## config.mk

```make
export PLATFORM = sky130hd
export DESIGN_NAME = digit_serial_adder
export DESIGN_NICKNAME = d
export VERILOG_FILES = /design/src/rtl/digit_serial_adder.sv
export SDC_FILE = /design/constraint.sdc
export NUM_CORES = 1
export LEC_CHECK = 0
export CORE_UTILIZATION = 49
export DETAILED_ROUTE_END_ITERATION = 8
export PLACE_DENSITY = 0.79
export SLEW_MARGIN = 30
export SYNTH_ARGS = -nofsm -noshare
export SYNTH_HDL_FRONTEND = slang
export SYNTH_SLANG_ARGS = --single-unit
```

## constraint.sdc

```tcl
create_clock -name clk -period 2.3 [get_ports clk]
set_input_delay 0.46 -clock clk [delete_from_list [all_inputs] [get_ports clk]]
set_output_delay 0.46 -clock clk [all_outputs]
set_load 0.1 [all_outputs]
```

## src/rtl/digit_serial_adder.sv

```systemverilog
// Digit-serial add/subtract: one DIGIT-bit ripple slice per cycle, inter-slice carry
// held in a register, valid/ready handshakes on request and result sides.
module digit_serial_adder #(
    parameter int WIDTH = 16,
    parameter int DIGIT = 4
) (
    input  logic             clk,
    input  logic             rst_n,
    input  logic             in_val,
    output logic             in_rdy,
    input  logic [WIDTH-1:0] in_a,
    input  logic [WIDTH-1:0] in_b,
    input  logic             in_cin,
    input  logic             in_sub,
    output logic             out_val,
    input  logic             out_rdy,
    output logic [WIDTH-1:0] out_sum,
    output logic             out_cout,
    output logic             out_ovf
);
    localparam int N  = WIDTH / DIGIT;
    localparam int CW = (N > 1) ? $clog2(N) : 1;

    typedef enum logic [1:0] {IDLE, CALC, DONE} state_t;

    state_t           r_state;
    state_t           w_nextState;
    logic [CW-1:0]    r_cnt;
    logic [WIDTH-1:0] r_a;
    logic [WIDTH-1:0] r_b;
    logic [WIDTH-1:0] r_sum;
    logic             r_carry;
    logic             r_cout;
    logic             r_ovf;
    logic [DIGIT:0]   w_c;
    logic [DIGIT-1:0] w_s;
    logic [WIDTH-1:0] w_sumNext;
    logic             w_lastSlice;
    logic             w_accept;

    assign w_lastSlice = (r_cnt == CW'(N - 1));
    assign w_accept    = in_val & in_rdy;

    always_ff @(posedge clk) begin
        if (!rst_n) begin
            r_state <= IDLE;
        end else begin
            r_state <= w_nextState;
        end
    end

    always_comb begin
        w_nextState = r_state;
        case (r_state)
            IDLE:    if (in_val)      w_nextState = CALC;
            CALC:    if (w_lastSlice) w_nextState = DONE;
            DONE:    if (out_rdy)     w_nextState = IDLE;
            default:                  w_nextState = IDLE;
        endcase
    end

    always_comb begin
        in_rdy  = rst_n && (r_state == IDLE);
        out_val = (r_state == DONE);
    end

    // Operands shift right one digit per slice, so the active slice is always bits [DIGIT-1:0].
    always_comb begin
        w_c    = '0;
        w_s    = '0;
        w_c[0] = r_carry;
        for (int i = 0; i < DIGIT; i++) begin
            w_s[i]     = r_a[i] ^ r_b[i] ^ w_c[i];
            w_c[i + 1] = (r_a[i] & r_b[i]) | (w_c[i] & (r_a[i] ^ r_b[i]));
        end
    end

    // Result digits enter at the top and migrate down, landing in place after N slices.
    if (DIGIT == WIDTH) begin : gFull
        assign w_sumNext = w_s;
    end else begin : gShift
        assign w_sumNext = {w_s, r_sum[WIDTH-1:DIGIT]};
    end

    always_ff @(posedge clk) begin
        if (!rst_n) begin
            r_cnt   <= '0;
            r_a     <= '0;
            r_b     <= '0;
            r_carry <= 1'b0;
            r_sum   <= '0;
            r_cout  <= 1'b0;
            r_ovf   <= 1'b0;
        end else if (w_accept) begin
            r_a     <= in_a;
            r_b     <= in_b ^ {WIDTH{in_sub}};
            r_carry <= in_sub | in_cin;
            r_cnt   <= '0;
        end else if (r_state == CALC) begin
            r_sum   <= w_sumNext;
            r_a     <= r_a >> DIGIT;
            r_b     <= r_b >> DIGIT;
            r_carry <= w_c[DIGIT];
            r_cnt   <= r_cnt + CW'(1);
            if (w_lastSlice) begin
                r_cout <= w_c[DIGIT];
                r_ovf  <= w_c[DIGIT] ^ w_c[DIGIT-1];
            end
        end
    end

    assign out_sum  = r_sum;
    assign out_cout = r_cout;
    assign out_ovf  = r_ovf;

endmodule

```

==> results of run 1 <==
## area by class of cell
type	count	area [sq um]	area share [%]
timing repair buffer	65	606	19.7
sequential	55	1100	35.8
inverter	10	37.5	1.22
tap	67	83.8	2.72
multi-input combinational	186	1150	37.3
clock buffer	8	100	3.25
## cells in the final DEF (no fill, tap or decap), types with 2 or more instances in the layout
cell,count
sky130_fd_sc_hd__a211oi_1,2
sky130_fd_sc_hd__a21oi_1,47
sky130_fd_sc_hd__a22oi_1,23
sky130_fd_sc_hd__a32oi_1,2
sky130_fd_sc_hd__buf_12,2
sky130_fd_sc_hd__buf_4,26
sky130_fd_sc_hd__clkbuf_8,7
sky130_fd_sc_hd__clkdlybuf4s50_1,37
sky130_fd_sc_hd__dfxtp_1,54
sky130_fd_sc_hd__fa_2,4
sky130_fd_sc_hd__inv_1,7
sky130_fd_sc_hd__inv_2,3
sky130_fd_sc_hd__nand2_1,40
sky130_fd_sc_hd__nand3_1,31
sky130_fd_sc_hd__nor2_1,4
sky130_fd_sc_hd__o21ai_0,2
sky130_fd_sc_hd__o31ai_1,3
sky130_fd_sc_hd__xor2_1,16
## stage by stage
| stage | setup WS (ps) | instance area [sq um] | util (%) | setup TNS, ps | hold slack [ps] |
|---|---|---|---|---|---|
| 2_1_floorplan | 36.4 | 2400 | - | 0 | 437 |
| 3_3_place_gp | 195 | 2960 | 62.6 | 0 | 443 |
| 3_5_place_dp | 51.3 | 2960 | 62.6 | 0 | 448 |
| 4_1_cts | 26.7 | 3060 | 64.7 | 0 | 461 |
| 5_1_grt | -11.2 | 3080 | 65.1 | -11.2 | 479 |
| 6_report | 72.0 | 3080 | 65.1 | 0 | 457 |
## power by group
| part | switching [uW] | internal (uW) | total [uW] | leakage (uW) |
|---|---|---|---|---|
| Clock | 299 | 275 | 574 | 0.0000515 |
| Sequential | 33.3 | 1000 | 1040 | 0.000448 |
| Combinational | 264 | 164 | 428 | 0.000611 |
## critical path, cell delays in order (launching register included)
cell and delay [ps]:
sky130_fd_sc_hd__dfxtp_1 310, sky130_fd_sc_hd__inv_1 90, sky130_fd_sc_hd__fa_2 220, sky130_fd_sc_hd__inv_2 40, sky130_fd_sc_hd__fa_2 370, sky130_fd_sc_hd__fa_2 440
sky130_fd_sc_hd__inv_2 80, sky130_fd_sc_hd__fa_2 420, sky130_fd_sc_hd__a211oi_1 190
## state kept, by name, indices dropped and copies added, names as in the netlist
register,cells
out_sum,16
r_a,16
r_b,16
r_cnt,2
r_state,2
out_cout,1
out_ovf,1
r_carry,1
## cell families after synthesis
group | after synthesis
xor gates and xnor gates | 18
AOI/OAI and AO/OA | 81
DFF | 55
buffers and inverters | 36
adders and majority gates | 5
and+or+nand+nor | 82
## routing by layer
metal / GRT usage, % / vias up / share of wire, %
li1: - / 1052 / -
met2: 40.0 / 45 / 52
met3: 6.33 / 7 / 4.0
met4: 7.41 / 0 / 1.6
met1: 23.4 / 969 / 42
met5: 0 / - / 0
## final timing paths
path / start / endpoint / slack, ps
setup / recovery: r_a[0] / out_sum[15] / 70
hold / removal: out_sum[1] / out_sum[1] / 460
setup reg to reg: r_a[0] / out_sum[15] / 70
hold reg to reg: out_sum[1] / out_sum[1] / 460
## what timing repair did
item | CTS | global route
endpoints found under the hold margin | 0 | 0
setup endpoints to repair | 0 | 1
gates resized for setup | 0 | 8
==> flow_metrics.tcl, run 1 <==
set metrics [dict create \
    run_status "completed" \
    postSynth.asyncResetShare_pct 0 \
    worst-endpoint-arrival_ps 2460 \
    synth-xor-area-share_pct 6.59 \
    detailed_place_hpwl_um 3390 \
    worst_hold_path_type "reg2reg" \
    synth_common_cells "55 x sky130_fd_sc_hd__dfxtp_1, 47 x sky130_fd_sc_hd__a21oi_1, 40 x sky130_fd_sc_hd__nand2_1" \
    fill_cell_count 404 \
    number_of_failing_setup_endpoints_in_the_final_timing_report 0 \
    drive_above_1_share_pct 14.2 \
    post-place-cells 383 \
    drt-total-wl_um 5200 \
    via_to_cell_ratio 5.30 \
    synth.net_count 320 \
    initial_drc_count 147 \
    timing.critical_path.fanout_max 2 \
    final_min_period_over_clock_period_pct 96.9 \
    synth-compound-area-share_pct 20.5 \
    cts_inserted_buffers 5 \
    layout-area-overhead-vs-synth_pct 28.6 \
    grt_antenna_before_repair 0 \
    grt_start_max_net_pins 54 \
    wl_per_cell_um 13.3 \
    insertedDiodeCount 0 \
    number_of_buffers_added_for_setup_after_cts 0 \
    power_density_nw_per_um2 662 \
    dr_total_vias 2073 \
    timing.critical_path.to_type "register" \
    route.antenna.remaining_nets 0 \
    synth.most_common_cell "sky130_fd_sc_hd__dfxtp_1" \
    drt_drc 0 \
    synth_edf_count 0 \
    layout_min_cycle_time_ps 2230 \
    instances_no_fill 391 \
    yosys-top-cells-area "sky130_fd_sc_hd__dfxtp_1 46%, sky130_fd_sc_hd__a21oi_1 9.8%, sky130_fd_sc_hd__a22oi_1 7.2%, sky130_fd_sc_hd__nand3_1 6.5%, sky130_fd_sc_hd__nand2_1 6.3%" \
    criticalPathCategory "reg2reg" \
    grtUsageTotal_pct 21.6 \
    grt_pass1_vias 1976 \
    yosysSeqAreaShare_pct 46.0 \
    total_power_uw 2040 \
    syn_inst 277 \
    portBuffers 57 \
    grt_first_pass_wirelength_um 8660 \
    max-slew-margin-rel_pct 63.4 \
    timing.hold.worst_path_depth 2 \
    clock_skew_ps 1.49 \
    cts.sinks 55 \
    cts_hold_buf 0 \
    finalNetCount 366 \
    ctsHtreeMaxLevel 2 \
    ir_drop_mv 0.374 \
    ys_warn_count 0 \
    coreArea_sq_um 4720 \
    critPathRequiredTime_ps 2530 \
    timing_max_transition_violations_final 0 \
    fmax_mhz 449 \
    clock-root-buffer "sky130_fd_sc_hd__clkbuf_8" \
    synth-seq-cells 55 \
    cts_tree "done" \
    start_kind "register" \
    starting_density_pct 50.6 \
    path_clk_slew_ps 90 \
    post_synth_num_cell_types 28 \
    netlist_area_sq_um 2390 \
    synth_top_family_by_area "compound AO/OA/AOI/OAI gates" \
    post_synth_mux_area_share_pct 0 \
    die_x_um 71.9 \
    worst_pin_slew_ps 550 \
    top_level_ports 58 \
    synth_adder_area_share_pct 3.87 \
    synth.top_cell.area_share_pct 46.0 \
    floorplan.die_area_sq_um 5170 \
    finalWeightedCongestion 0.751 \
    synth-simple-area-share_pct 15.7 \
    die_y_um 71.9 \
    drt_first_pass_iters 6 \
    hold_violations 0 \
    static-leakage-power_uw 0.00111 \
    synth_flop_cell "sky130_fd_sc_hd__dfxtp_1" \
    std_cell_rows 25 \
    reg2regPathDepth 8 \
    cap_violations 0 \
    synth.avg_cell_area_sq_um 8.64 \
    grt_overflow 0 \
    synth.largest_area_cell "sky130_fd_sc_hd__dfxtp_1" \
    clockBufferDepth 2 \
    clk_latency_ps 310 \
]
(Power assumes the default switching activity.)
==> inputs of run 2 (changes only) <==
--- a/config.mk
+++ b/config.mk
@@ -5,9 +5,10 @@
 export SDC_FILE = /design/constraint.sdc
 export NUM_CORES = 1
 export LEC_CHECK = 0
-export CORE_UTILIZATION = 49
+export CORE_UTILIZATION = 51
+export CTS_BUF_LIST = sky130_fd_sc_hd__clkbuf_4 sky130_fd_sc_hd__clkbuf_8
 export DETAILED_ROUTE_END_ITERATION = 8
-export PLACE_DENSITY = 0.79
+export PLACE_DENSITY = 0.82
 export SLEW_MARGIN = 30
 export SYNTH_ARGS = -nofsm -noshare
 export SYNTH_HDL_FRONTEND = slang
==> run 2 against run 1 <==
  * The flow now finishes with violations (design-rule violations)
  * Via count hardly changed
  * Sequential cell count stayed put
  * Largest cell class unchanged
  * Die area is 3.8% lower
  * Critical endpoint is now out_ovf
  * Global-route usage is 0.95 points lower
==> flow_metrics.tcl, run 2 (same netlist as run 1, synthesis figures left out) <==
set metrics [dict create \
    run_status "finished, violations left" \
    number_of_failing_setup_endpoints_in_the_final_timing_report 0 \
    number_of_buffers_added_for_setup_after_cts 0 \
    dp_worst_setup_slack_ps 130 \
    ir_drop_mv 0.354 \
    drive_above_1_share_pct 11.8 \
    grt_antenna_before_repair 0 \
    hold_violations 0 \
    clockBufferDepth 2 \
    cts.sinks 55 \
    portBuffers 57 \
    critical_path.startpoint "r_a[0]" \
    worst_pin_slew_ps 767 \
    regToRegEndpoint "out_ovf" \
    std_cell_rows 24 \
    insertedDiodeCount 0 \
    finalCoreUtilization_pct 68.0 \
    coreArea_sq_um 4440 \
    r2r_start "r_a[0]" \
    timing.critical_path.slowest_cell_delay_ps 420 \
    criticalPathCategory "reg2reg" \
    cts_inserted_buffers 5 \
    drt-total-wl_um 4930 \
    crit_path_end "out_ovf" \
    floorplan.die_area_sq_um 4970 \
    grtUsageTotal_pct 20.7 \
    static-leakage-power_uw 0.00110 \
    critPathRequiredTime_ps 2530 \
    grt_pass1_vias 1929 \
    crit_path_cell_chain "inv_1, fa_1, inv_1, fa_1, fa_1, inv_1, fa_1, xnor2_1, nand3_1, a21oi_1" \
    layout-area-overhead-vs-synth_pct 26.3 \
    timing.critical_path.fanout_max 3 \
    clock_skew_ps 2.59 \
    wl_per_cell_um 13.1 \
    worst_hold_path_type "reg2reg" \
    finalWeightedCongestion 0.740 \
    timing.critical_path.to_type "register" \
    ctsHtreeMaxLevel 2 \
    reg2regPathDepth 10 \
    initial_drc_count 86 \
    violations_in_the_final_reports "design-rule violations" \
    postLayoutSetupSlackWorst_ps 132 \
    detailed_place_hpwl_um 3300 \
    path_clk_slew_ps 90 \
    top_level_ports 58 \
    worst-endpoint-arrival_ps 2400 \
    die_x_um 70.5 \
    cts_tree "done" \
    fmax_mhz 461 \
    grt_start_max_net_pins 54 \
    clk_latency_ps 300 \
    starting_density_pct 53.8 \
    commonest_cells_after_routing_fill_and_taps_aside "55 x sky130_fd_sc_hd__dfxtp_1, 47 x sky130_fd_sc_hd__a21oi_1, 40 x sky130_fd_sc_hd__nand2_1" \
    start_kind "register" \
    drt_drc 6 \
    unrepaired_setup_endpoints_after_global_routing "no" \
    final_min_period_over_clock_period_pct 94.3 \
    layout_min_cycle_time_ps 2170 \
    drt_first_pass_iters 6 \
    die_y_um 70.5 \
    cts.repair.resized 0 \
    grt_first_pass_wirelength_um 8200 \
    via_to_cell_ratio 5.53 \
    timing_max_transition_violations_final 0 \
    timing.critical_path.mode_cell "sky130_fd_sc_hd__fa_1" \
    route.antenna.remaining_nets 0 \
    power_density_nw_per_um2 657 \
    total_power_uw 1990 \
    dr_total_vias 2075 \
    finalNetCount 365 \
    cap_violations 0 \
    grt_overflow 0 \
    crit_slowest_cell "sky130_fd_sc_hd__fa_1" \
    cts_hold_buf 0 \
    clock-root-buffer "sky130_fd_sc_hd__clkbuf_8" \
    summed_negative_setup_slack_over_all_endpoints_ps 0 \
    reg_to_reg_slack_setup_ps 130 \
    layout.cells.most_common "sky130_fd_sc_hd__dfxtp_1" \
    max-slew-margin-rel_pct 48.9 \
]
==> run 2: changes by cell type in the layout (fill, tap and decap cells not counted) <==
cell / before / now
sky130_fd_sc_hd__dfxtp_2: 1 / 0
sky130_fd_sc_hd__clkbuf_4: 0 / 2
sky130_fd_sc_hd__dfxtp_1: 54 / 55
sky130_fd_sc_hd__inv_1: 7 / 9
sky130_fd_sc_hd__clkbuf_8: 7 / 5
sky130_fd_sc_hd__fa_1: 0 / 4
sky130_fd_sc_hd__clkbuf_1: 1 / 0
sky130_fd_sc_hd__xnor2_1: 1 / 2
sky130_fd_sc_hd__inv_2: 3 / 1
sky130_fd_sc_hd__buf_4: 26 / 25
sky130_fd_sc_hd__clkinv_2: 0 / 1
sky130_fd_sc_hd__xnor2_2: 1 / 0
sky130_fd_sc_hd__fa_2: 4 / 0
==> run 2: how the worst min path moves through the flow <==
stage | depth (start not counted) | slack, ps | start | to
final | 2 | 460 | out_sum[1] | out_sum[1]
after global routing | 2 | 490 | out_sum[3] | out_sum[3]
after CTS | 2 | 460 | out_sum[1] | out_sum[1]
after detailed placement | 2 | 450 | out_sum[1] | out_sum[1]
after global placement | 2 | 440 | out_sum[1] | out_sum[1]
after floorplan | 2 | 440 | r_cnt[1] | r_cnt[1]
==> run 2: layout make-up <==
| cell class | instances | area [sq um] |
|---|---|---|
| Timing Repair Buffer | 64 | 598 |
| Clock buffer | 7 | 83.8 |
| Fill cell | 384 | 1420 |
| Clock inverter | 1 | 5.00 |
| Inverter | 10 | 37.5 |
| Sequential cell | 55 | 1100 |
| Tap cell | 52 | 65.1 |
| Multi-Input combinational cell | 186 | 1130 |
==> run 2: power breakdown <==
part | internal, uW | switching [uW] | total (uW)
sequential | 1000 | 32.6 | 1040
combinational | 158 | 260 | 418
clock | 238 | 294 | 533
==> run 2: metal layers <==
metal | GRT usage [%] | share of wire, % | routed length (um)
met2 | 38.7 | 50 | 2470
met5 | 0 | 0 | 0
met1 | 22.9 | 45 | 2230
met4 | 6.58 | 0.75 | 37
met3 | 4.62 | 3.9 | 190
==> run 2: through the flow <==
| step | hold slack (ps) | cells | area, sq um |
|---|---|---|---|
| after floorplan | 437 | 277 | 2400 |
| after global placement | 442 | 367 | 2930 |
| after detailed placement | 449 | 367 | 2930 |
| after CTS | 461 | 375 | 3020 |
| after global routing | 485 | 375 | 3020 |
| final | 459 | 375 | 3020 |
==> run 2: critical path, delay by kind of cell, from the launching register on <==
family	cells	cell delay (ps)
adders and majority gates	4	1200
DFF	1	320
buffers and inverters	3	190
xor gates and xnor gates	1	150
AOI/OAI and AO/OA	1	150
and+or+nand+nor	1	90
==> edit 1 (flow settings as in run 2) <==
Change the parameter `WIDTH` from 16 to 8.
--- a/src/rtl/digit_serial_adder.sv
+++ b/src/rtl/digit_serial_adder.sv
@@ -3,3 +3,3 @@
 module digit_serial_adder #(
-    parameter int WIDTH = 16,
+    parameter int WIDTH = 8,
     parameter int DIGIT = 4
Ports: changed (resized in_a, in_b and out_sum); port bits go from 58 to 34. No check against the original RTL was run, so the function may have changed too.
==> edit 1 against run 2 <==
Sequential cell count is 25 lower. Routed wire length is 47% lower. Clock power is 38% lower. Synthesized area is 44% lower. First-iteration DRC count is 49% lower. Die area is 43% lower. Power is 36% lower. Cell area is 42% lower. Setup slack better by 0.0099 ns. Hold slack better by 0.0024 ns. Count of clock-buffer cells in the layout stayed put. Largest cell class unchanged.
==> edit 1: results <==
[drt]
met3WireLength_um = 140
detailedRoute.firstIterationViolations = 44
postRouteWirelength_um = 2640
detailroute.via_count = 1158
number_of_detailed_routing_iterations_run_before_antenna_repair = 4

[place]
dp_worst_setup_slack_ns = 0.0861
post-place-cells = 208
postPlaceCellArea_mm2 = 0.00167

[power]
max-vdd-ir-drop_mv = 0.539
comb_cell_power_w = 0.000346
switching_share_pct = 33.9
power.static_leakage_nw = 0.650
clk-power_w = 0.000332

[timing]
fin_worst_hold_slack_ns = 0.462
timing_worst_slew_pin_value_ns = 0.628
fin_worst_skew_ns = 0.00708

[global_route]
grt_pass1_vias = 1004
gr-usage-met3_pct = 6.03
grt_start_max_net_pins = 31
met1_usage_pct = 26.7
global_route.usage.total_pct = 21.7

[hold_path]
worst_hold_path_endpoint = "out_sum[2]"
min_from = "out_sum[2]"

[cts]
clock_latency_of_the_later_clocked_register_in_the_worst_skew_pair_ns = 0.32

[synth]
synth_common_cells = "sky130_fd_sc_hd__dfxtp_1, sky130_fd_sc_hd__a21oi_1, sky130_fd_sc_hd__nand2_1"
ys_seq_area_share_pct = 44.6

[status]
run_status = "complete, no violations"
==> edit 1: cell count changes in the layout (fill, tap and decap cells not counted), moves of 8 or more <==
cell	delta
sky130_fd_sc_hd__a21oi_1	-24
sky130_fd_sc_hd__nand2_1	-18
sky130_fd_sc_hd__a22oi_1	-17
sky130_fd_sc_hd__nand3_1	-16
sky130_fd_sc_hd__dfxtp_1	-25
sky130_fd_sc_hd__clkdlybuf4s50_1	-16
sky130_fd_sc_hd__xor2_1	-8
sky130_fd_sc_hd__buf_4	-9
==> edit 1: cells by family after synthesis <==
kind of cell / share of synthesized area, %
AO/OA/AOI/OAI: 17.7
XOR/XNOR: 6.51
adder cells (fa/ha/maj): 5.95
buffers and inverters: 7.53
flip-flops: 44.6
AND/OR/NAND/NOR: 17.8
==> edit 1: area by class of cell <==
class / count / area, um2
multi-input combinational: 102 / 661
sequential: 30 / 601
inverter: 8 / 30.0
clock inverter: 1 / 5.00
timing repair buffer: 38 / 350
clock buffer: 7 / 58.8
fill: 209 / 734
tap: 30 / 37.5
==> edit 2 (config.mk and constraints of run 2) <==
Made on the original files. Make the reset (`rst_n`) asynchronous in 2 clocked blocks.
--- a/src/rtl/digit_serial_adder.sv
+++ b/src/rtl/digit_serial_adder.sv
@@ -43,3 +43,3 @@
 
-    always_ff @(posedge clk) begin
+    always_ff @(posedge clk or negedge rst_n) begin
         if (!rst_n) begin
@@ -84,3 +84,3 @@
 
-    always_ff @(posedge clk) begin
+    always_ff @(posedge clk or negedge rst_n) begin
         if (!rst_n) begin
Behaviour: differs if rst_n is asserted again (counterexample within 4 cycles, from zero or initial values and one cycle with rst_n low); with rst_n held inactive, the same outputs for 10 cycles.
==> edit 2 against run 2 <==
Largest cell class is now sequential cells. Synthesized area is 5.3% higher. Clock skew up 0.0038 ns. Routed wire length grew 0.75%. Setup slack worse by 0.014 ns. Sequential cell count unchanged. Cell area is 6.6% higher. Non-clock buffer count up 4.
Power is not compared: it rests on default switching activity, and its combinational part moved more than twofold at a synthesized area within 25%.
==> edit 2: results <==
[status]
run_status = "complete, no violations"

[synth]
synthMuxAreaShare_pct = 0.397
syn_area_per_cell_um2 = 10.1
postSynthNetCount = 292
synth-main-ff-cell = "sky130_fd_sc_hd__dfrtp_1"
ys_async_sr_fraction_pct = 100
post_synth_main_area_contributors = "sky130_fd_sc_hd__dfrtp_1, sky130_fd_sc_hd__nand2_1, sky130_fd_sc_hd__a221o_1"
ys_seq_area_share_pct = 54.6
synth.lib_cells_used.distinct = 29
share_of_the_synthesized_area_in_compound_gates_ao_oa_aoi_oai_pct = 11.7
post_synth_fa_ha_maj_area_fraction_pct = 3.67
synth_common_cells = "sky130_fd_sc_hd__nand2_1, sky130_fd_sc_hd__dfrtp_1, sky130_fd_sc_hd__nand3_1"
synth-xor-area-share_pct = 5.91

[drt]
postRouteWirelength_um = 4970
post_route_ant_nets = 0
detailroute.via_count = 1958
met3WireLength_um = 241
met1_length_um = 2170
detailedRoute.firstIterationViolations = 135
number_of_detailed_routing_iterations_run_before_antenna_repair = 4
met2RoutedLength_um = 2420

[hold_path]
hold_path.class = "input port to asynchronous set/reset pin"

[cts]
cts_root_buffer = "sky130_fd_sc_hd__clkbuf_8"
clock_latency_of_the_later_clocked_register_in_the_worst_skew_pair_ns = 0.30
post-cts-setup-buffers = 0
clockBufferDepth = 2

[cells_and_area]
layout.area.seq_mm2 = 0.00138
drive_gt1_share_pct = 14.1
finalNetCount = 349
fillerInstances = 370
instances_no_fill = 373
area_growth_syn_to_layout_pct = 27.8
antenna-diode-count = 0

[place]
dpl_wire_length_um = 3600
dp_worst_setup_slack_ns = 0.0773
postPlaceCellArea_mm2 = 0.00313
place.gp.congestion = 0.819

[global_route]
gr-usage-met2_pct = 36.7
global_route_wire_length_before_repair_um = 8590
gr-usage-met3_pct = 4.58
grt_start_max_net_pins = 36
grt_pass1_vias = 1949
met1_usage_pct = 26.8
global_route.usage.total_pct = 21.7

[timing]
final.setup.worst_slack_ns = 0.118
fin_worst_hold_slack_ns = 0.171
fin_worst_skew_ns = 0.00639
maxSlewHeadroom_pct = 68.8

[worst_setup_path]
crit_end = "out_sum[15]"
r2r.worst_path.cells = 8
cp_slowest_cell = "sky130_fd_sc_hd__fa_1"
worstPathMaxFanout = 2
worst_path_largest_cell_delay_ns = 0.41
crit_start = "r_a[0]"
worst-endpoint-arrival_ns = 2.41

[power]
switching_share_pct = 50.4
-- edit 2: cell count changes in the layout (fill, tap and decap cells not counted), moves of 4 or more --
| cell | before | now |
|---|---|---|
| sky130_fd_sc_hd__dfrtp_1 | 0 | 55 |
| sky130_fd_sc_hd__dfxtp_1 | 55 | 0 |
| sky130_fd_sc_hd__a21oi_1 | 47 | 0 |
| sky130_fd_sc_hd__nand2_1 | 40 | 64 |
| sky130_fd_sc_hd__a22oi_1 | 23 | 8 |
| sky130_fd_sc_hd__xor2_1 | 16 | 1 |
| sky130_fd_sc_hd__a221o_1 | 0 | 14 |
| sky130_fd_sc_hd__xnor2_1 | 2 | 16 |
| sky130_fd_sc_hd__nand3_1 | 31 | 19 |
| sky130_fd_sc_hd__nor2_1 | 4 | 13 |
| sky130_fd_sc_hd__o21ai_0 | 2 | 9 |
| sky130_fd_sc_hd__buf_4 | 25 | 29 |
-- edit 2: area by class of cell --
| type | count | area share (%) |
|---|---|---|
| clock buffers | 6 | 2.57 |
| well taps | 67 | 2.60 |
| flip-flops and latches | 55 | 42.8 |
| multi-input cells | 167 | 31.5 |
| clock inverters | 1 | 0.155 |
| inverters | 9 | 1.05 |
| repair buffers | 68 | 19.4 |
-- edit 2: power by group through the flow --
stage | clock network [W] | logic (W) | registers, W
2_1_floorplan | 0 | 0.00110 | 0.00247
3_3_place_gp | 0 | 0.00254 | 0.00160
3_5_place_dp | 0 | 0.00259 | 0.00161
4_1_cts | 0.000543 | 0.00260 | 0.00159
5_1_grt | 0.000587 | 0.00280 | 0.00164
6_report | 0.000534 | 0.00259 | 0.00159
-- edit 2: what timing repair did --
item,in CTS,in global routing
gates resized for setup,0,2
endpoints found under the hold margin,0,0
endpoints found under the setup margin,0,2
